===== src/rtl/servo_pkg.sv =====
// ============================================================================
// Module      : servo_pkg
// Description : Shared servo timing constants and the width-capture state type.
// Revision    : 1.0 - initial release
// ============================================================================
`default_nettype none

package servo_pkg;

    localparam int SERVO_NEUTRAL_US = 1500;
    localparam int SERVO_MIN_US     = 500;
    localparam int SERVO_MAX_US     = 2500;
    localparam int SERVO_FRAME_US   = 20000;

    typedef enum logic [1:0] {
        WAIT_LOW = 2'd0,
        ARMED    = 2'd1,
        HIGH     = 2'd2,
        LOW      = 2'd3
    } cap_state_e;

endpackage

`default_nettype wire


===== src/rtl/sync_edge_detect.sv =====
// ============================================================================
// Module      : sync_edge_detect
// Description : Two-flop synchronizer plus delay flop with rise/fall detect.
// Revision    : 1.0 - initial release
// ============================================================================
`default_nettype none

module sync_edge_detect #(
    parameter logic RESET_LEVEL = 1'b0
) (
    input  logic clk,
    input  logic reset,
    input  logic din,
    output logic level,
    output logic rise,
    output logic fall
);

    logic s1_q;
    logic s2_q;
    logic s3_q;

    always_ff @(posedge clk or posedge reset) begin
        if (reset) begin
            s1_q <= RESET_LEVEL;
            s2_q <= RESET_LEVEL;
            s3_q <= RESET_LEVEL;
        end else begin
            s1_q <= din;
            s2_q <= s1_q;
            s3_q <= s2_q;
        end
    end

    assign level = s2_q;
    assign rise  = s2_q & ~s3_q;
    assign fall  = ~s2_q & s3_q;

endmodule

`default_nettype wire


===== src/rtl/pwm_width_capture.sv =====
// ============================================================================
// Module      : pwm_width_capture
// Description : Measures servo PWM high time in microseconds, with range,
//               frame-timeout and lock reporting.
// Revision    : 1.0 - initial release
// ============================================================================
`default_nettype none

module pwm_width_capture
    import servo_pkg::*;
#(
    parameter int CLK_HZ     = 50_000_000,
    parameter int MIN_US     = SERVO_MIN_US,
    parameter int MAX_US     = SERVO_MAX_US,
    parameter int TIMEOUT_US = 25000
) (
    input  logic        clk,
    input  logic        reset,
    input  logic        pwm_in,
    output logic [15:0] width_us,
    output logic        valid,
    output logic        error,
    output logic        locked
);

    localparam int TICKS_PER_US = CLK_HZ / 1_000_000;
    localparam int PRE_W        = (TICKS_PER_US > 1) ? $clog2(TICKS_PER_US) : 1;
    localparam int PER_W        = $clog2(TIMEOUT_US + 1);

    localparam logic [PRE_W-1:0] c_pre_last = PRE_W'(TICKS_PER_US - 1);
    localparam logic [15:0]      c_min      = 16'(MIN_US);
    localparam logic [15:0]      c_max      = 16'(MAX_US);
    localparam logic [15:0]      c_hi_sat   = 16'(MAX_US + 1);
    localparam logic [15:0]      c_neutral  = 16'(SERVO_NEUTRAL_US);
    localparam logic [PER_W-1:0] c_timeout  = PER_W'(TIMEOUT_US);

    logic w_level;
    logic w_rise;
    logic w_fall;

    // Synchronizer resets high so a pulse already in flight at reset release
    // is seen as "high" and waited out rather than measured from mid-pulse.
    sync_edge_detect #(
        .RESET_LEVEL (1'b1)
    ) u_sync (
        .clk   (clk),
        .reset (reset),
        .din   (pwm_in),
        .level (w_level),
        .rise  (w_rise),
        .fall  (w_fall)
    );

    cap_state_e       state_q,  state_d;
    logic [PRE_W-1:0] pre_q,    pre_d;
    logic [15:0]      hi_q,     hi_d;
    logic [PER_W-1:0] per_q,    per_d;
    logic [15:0]      width_q,  width_d;
    logic             valid_q,  valid_d;
    logic             error_q,  error_d;
    logic             locked_q, locked_d;

    logic             w_tick;
    logic [15:0]      w_hi_inc;
    logic [PER_W-1:0] w_per_inc;
    logic             w_timeout;

    assign w_tick    = (pre_q == c_pre_last);
    assign w_hi_inc  = (w_tick && hi_q != c_hi_sat) ? hi_q + 16'd1 : hi_q;
    assign w_per_inc = (w_tick && per_q != c_timeout) ? per_q + PER_W'(1) : per_q;
    assign w_timeout = (state_q != WAIT_LOW) && (w_per_inc == c_timeout);

    always_ff @(posedge clk or posedge reset) begin
        if (reset) begin
            state_q  <= WAIT_LOW;
            pre_q    <= '0;
            hi_q     <= '0;
            per_q    <= '0;
            width_q  <= c_neutral;
            valid_q  <= 1'b0;
            error_q  <= 1'b0;
            locked_q <= 1'b0;
        end else begin
            state_q  <= state_d;
            pre_q    <= pre_d;
            hi_q     <= hi_d;
            per_q    <= per_d;
            width_q  <= width_d;
            valid_q  <= valid_d;
            error_q  <= error_d;
            locked_q <= locked_d;
        end
    end

    always_comb begin
        state_d  = state_q;
        pre_d    = (w_rise || w_tick) ? '0 : pre_q + PRE_W'(1);
        hi_d     = hi_q;
        per_d    = per_q;
        width_d  = width_q;
        valid_d  = 1'b0;
        error_d  = 1'b0;
        locked_d = locked_q;

        case (state_q)
            WAIT_LOW: begin
                per_d = '0;
                if (!w_level) begin
                    state_d = ARMED;
                end
            end
            ARMED, LOW: begin
                per_d = w_per_inc;
                if (w_rise) begin
                    hi_d    = '0;
                    per_d   = '0;
                    state_d = HIGH;
                end
            end
            HIGH: begin
                // The tick landing in the fall cycle still belongs to the
                // pulse, giving floor(high_cycles / TICKS_PER_US).
                hi_d  = w_hi_inc;
                per_d = w_per_inc;
                if (w_fall) begin
                    if (w_hi_inc >= c_min && w_hi_inc <= c_max) begin
                        width_d  = w_hi_inc;
                        valid_d  = 1'b1;
                        locked_d = 1'b1;
                    end else begin
                        error_d  = 1'b1;
                        locked_d = 1'b0;
                    end
                    state_d = LOW;
                end
            end
            default: begin
                state_d = WAIT_LOW;
            end
        endcase

        // Timeout overrides any edge decision made in the same cycle.
        if (w_timeout) begin
            state_d  = WAIT_LOW;
            per_d    = '0;
            hi_d     = hi_q;
            width_d  = width_q;
            valid_d  = 1'b0;
            error_d  = 1'b1;
            locked_d = 1'b0;
        end
    end

    assign width_us = width_q;
    assign valid    = valid_q;
    assign error    = error_q;
    assign locked   = locked_q;

endmodule

`default_nettype wire


===== config.mk =====
export PLATFORM = sky130hd
export DESIGN_NAME = pwm_width_capture
export DESIGN_NICKNAME = d
export VERILOG_FILES = /design/src/rtl/servo_pkg.sv /design/src/rtl/sync_edge_detect.sv /design/src/rtl/pwm_width_capture.sv
export SDC_FILE = /design/constraint.sdc
export NUM_CORES = 1
export LEC_CHECK = 0
export ABC_AREA = 1
export BUFFER_PORTS_ARGS = -buffer_cell sky130_fd_sc_hd__buf_2
export CELL_PAD_IN_SITES_DETAIL_PLACEMENT = 1
export CELL_PAD_IN_SITES_GLOBAL_PLACEMENT = 1
export CORE_MARGIN = 2
export CORE_UTILIZATION = 45
export DETAILED_ROUTE_END_ITERATION = 6
export PLACE_DENSITY = 0.87
export RECOVER_POWER = 50
export SKIP_CTS_REPAIR_TIMING = 1
export SLEW_MARGIN = 15
export SYNTH_ARGS = -nofsm -noshare
export SYNTH_HDL_FRONTEND = slang
export SYNTH_HIERARCHICAL = 1
export SYNTH_SLANG_ARGS = --single-unit

===== constraint.sdc =====
create_clock -name clk -period 3.1 [get_ports clk]
set_input_delay 0.155 -clock clk [delete_from_list [all_inputs] [get_ports clk]]
set_output_delay 0.155 -clock clk [all_outputs]
set_load 0.01 [all_outputs]

==> flow_summary.yaml <==
yosys:
  syn_avg_cell_area_um2: 6.78
  yosys_warnings: 6
  synth-async-reset-ratio: 1.00
  syn_inst: 612
  ys_seq_area_frac: 0.371
  synth-seq-cells: 61
  ys.flop_type: "dfrtp_1"
  synth_top_area_share: 0.308
  synth_area_leaders: "dfrtp_1 (31%), nand2_1 (20%), nor2_1 (6.4%), dfstp_2 (6.3%), inv_1 (6.0%)"
  synth_top_cell_by_area: "dfrtp_1"
  netlist_area_mm2: 0.00415
  synth-edff-count: 0
  yosysUniqueCellTypes: 34
  synth_nets: 621
min_path:
  hold_path_class: "flip-flop to flip-flop"
routing:
  drtIter0Drc: 109
  totalWireLength_mm: 11.8
  drc_errors: 0
  vias: 4015
  via_per_inst: 5.34
  detail_route.wl_per_cell_um: 15.6
  dr.pass1.iters: 4
  ant_nets: 0
die:
  num_rows: 35
  dieArea_mm2: 0.0100
  die-width_um: 100
  pin_count: 22
  dieHeight_um: 100
  coreArea_mm2: 0.00911
  initial_utilization: 0.455
pwr:
  leakagePower_nw: 2.21
  ir_worst_vdd_v: 0.000194
  powerDensity_mw_per_mm2: 450
critical_path:
  r2r_start: "hi_q[0]$_DFFE_PP0P_"
  reg2reg_setup_slack_ps: 270
  critPathArrivalTime_ps: 3070
  cp_max_fo: 17
  critical_path.startpoint_type: "flip-flop"
  crit_path_start: "hi_q[0]$_DFFE_PP0P_"
  worstRegToRegCells: 17
  r2r-end: "width_us[11]$_DFFE_PP0P_"
  crit_end: "width_us[11]$_DFFE_PP0P_"
  cp.required_ps: 3340
  worst-setup-path-type: "flip-flop to flip-flop"
  endpoint_kind: "flip-flop"
cts:
  ctsRootBufferMaster: "clkbuf_8"
  cts_tree: "done"
  clock_path_buffers: 2
  numCtsBuffers: 9
  cts.sinks: 61
  htreeDepth: 3
  clk_latency_ps: 350
  path_clk_slew_ps: 80
global_routing:
  grt_first_pass_wirelength_mm: 19.8
  grt_overflow_total: 0
  grt_max_degree: 39
  antenna_found_initial: 0
  first_global_vias: 4216
  grtUsageTotal: 0.251
place:
  hpwl_mm: 8.65
  numPortBuffers: 21
  routabilityCongestion: 0.911
  numPlacedInstances: 733
  post_dp_cell_area_mm2: 0.00432
finish:
  antenna_cells: 0
  instances_no_fill: 752
  area_growth_pct: 10.2
  final_area_mm2: 0.00457
  drive_above_1_share: 0.120
  fin_nets: 645
sta:
  setup_violations: 0
  finalSetupTns_ps: 0
  rsz0062_at_grt: "no"
  fin_crit_sh: 0.912
  fin_skew_ps: 10.5
  tightest_slew_ps: 965
  finalCriticalPeriod_ps: 2830
  relSlewSlack: 0.357
  slew_viol_final: 0
  timing.fmax_ghz: 0.354
  finalHoldViolations: 0
flow_run:
  drv_cap: 0
status:
  status: "complete, no violations"
==> cell usage in the layout (no fill, tap or decap), types with 2 or more instances in the layout <==
cell type	netlist	final
nand2_1	222	222
nor2_1	71	70
inv_1	66	66
dfrtp_1	51	51
nand3_1	47	47
nand4_1	28	28
o21ai_1	19	19
clkbuf_1	1	17
nand2_2	15	14
o21ai_0	10	10
clkbuf_8	0	9
xor2_1	8	8
inv_2	7	7
nor2_2	5	6
nand2_4	5	6
ha_1	6	6
dfstp_2	10	6
nor2_4	4	4
clkinv_1	4	4
nor3_1	4	4
buf_2	7	4
dfstp_1	0	4
a21oi_1	3	3
clkinv_2	1	2
a21oi_2	2	2
nand3b_1	2	2
inv_6	0	2
bufinv_16	0	2
clkinvlp_4	0	2
dlygate4sd3_1	0	2
buf_12	0	2
buf_4	4	2
==> state kept, by name, summed over array words and instances, names as in the netlist, 2 cells and up <==
register / count
pre_q: 6
state_q: 2
hi_q: 16
width_us: 16
per_q: 15
==> area by class of cell <==
class	instances	area (um^2)
Tap cell	111	139
Sequential cell	61	1540
Timing Repair Buffer	28	164
Multi-Input combinational cell	458	2210
Fill cell	1236	4540
Clock inverter	7	97.6
Inverter	78	294
Clock buffer	9	124
==> cells by family after synthesis <==
logic type	after synthesis	synth area share
AO/OA/AOI/OAI	35	0.0468
flip-flops	61	0.371
adder cells (fa/ha/maj)	6	0.0181
buffers and inverters	93	0.0975
XOR/XNOR	9	0.0208
AND/OR/NAND/NOR	408	0.446
==> through the flow <==
stage	power [mW]	setup slack, ps	hold WS, ps	util
2_1_floorplan	1.14	868	88.3	-
3_3_place_gp	1.24	427	215	0.475
3_5_place_dp	1.26	269	221	0.475
4_1_cts	2.08	196	-163	0.499
5_1_grt	2.16	40.5	387	0.502
6_report	2.06	273	368	0.502
==> per-layer routing <==
layer | track usage | wire length, um
met1 | 0.297 | 4910
met2 | 0.453 | 6120
met3 | 0.0425 | 403
met4 | 0.103 | 330
met5 | 0 | 0
==> worst max-delay path, cell delays in order (launching register included) <==
cell     delay [ps]
dfrtp_1         520
ha_1            240
nand3_1         130
nor2_4          180
nand2_4         120
nand2_8         140
nand2_1          70
nand2_1         160
inv_1            60
nor2_1           80
nand2_1          60
nor2_1          130
nand3_1         120
nand2_2         260
nand3_4         120
buf_12          180
nand2_1          70
nand2_1          60
==> worst min-delay path by stage <==
stage	start	endpoint	slack, ps	depth (start not counted)
3_3_place_gp	reset	pre_q[1]$_DFF_PP0_	220	2
5_1_grt	u_sync/s1_q$_DFF_PP1_	u_sync/level$_DFF_PP1_	390	0
3_5_place_dp	reset	pre_q[0]$_DFF_PP0_	220	2
6_report	u_sync/s1_q$_DFF_PP1_	u_sync/level$_DFF_PP1_	370	0
2_1_floorplan	reset	u_sync/level$_DFF_PP1_	90	1
4_1_cts	reset	pre_q[0]$_DFF_PP0_	-160	2
==> report_power, final <==
part	leakage, nW	internal [mW]	switching [mW]
Combinational	1.30	0.0943	0.282
Clock	0.106	0.456	0.357
Sequential	0.806	0.833	0.0324
Total	2.21	1.38	0.671
==> synth_stat cells, types with 3 or more instances <==
cell type and count:
nor2_4 4, o21ai_0 10, nand2_2 15, nor2_2 5
nand2_4 5, nand2_1 222, inv_1 66, ha_1 6
buf_2 7, nand3_1 47, o21ai_1 19, xor2_1 8
inv_2 7, nor3_1 4, nor2_1 71, dfstp_2 10
a21oi_1 3, clkinv_1 4, dfrtp_1 51, buf_4 4
nand4_1 28
Note: power is estimated with default switching activity, not from simulation.
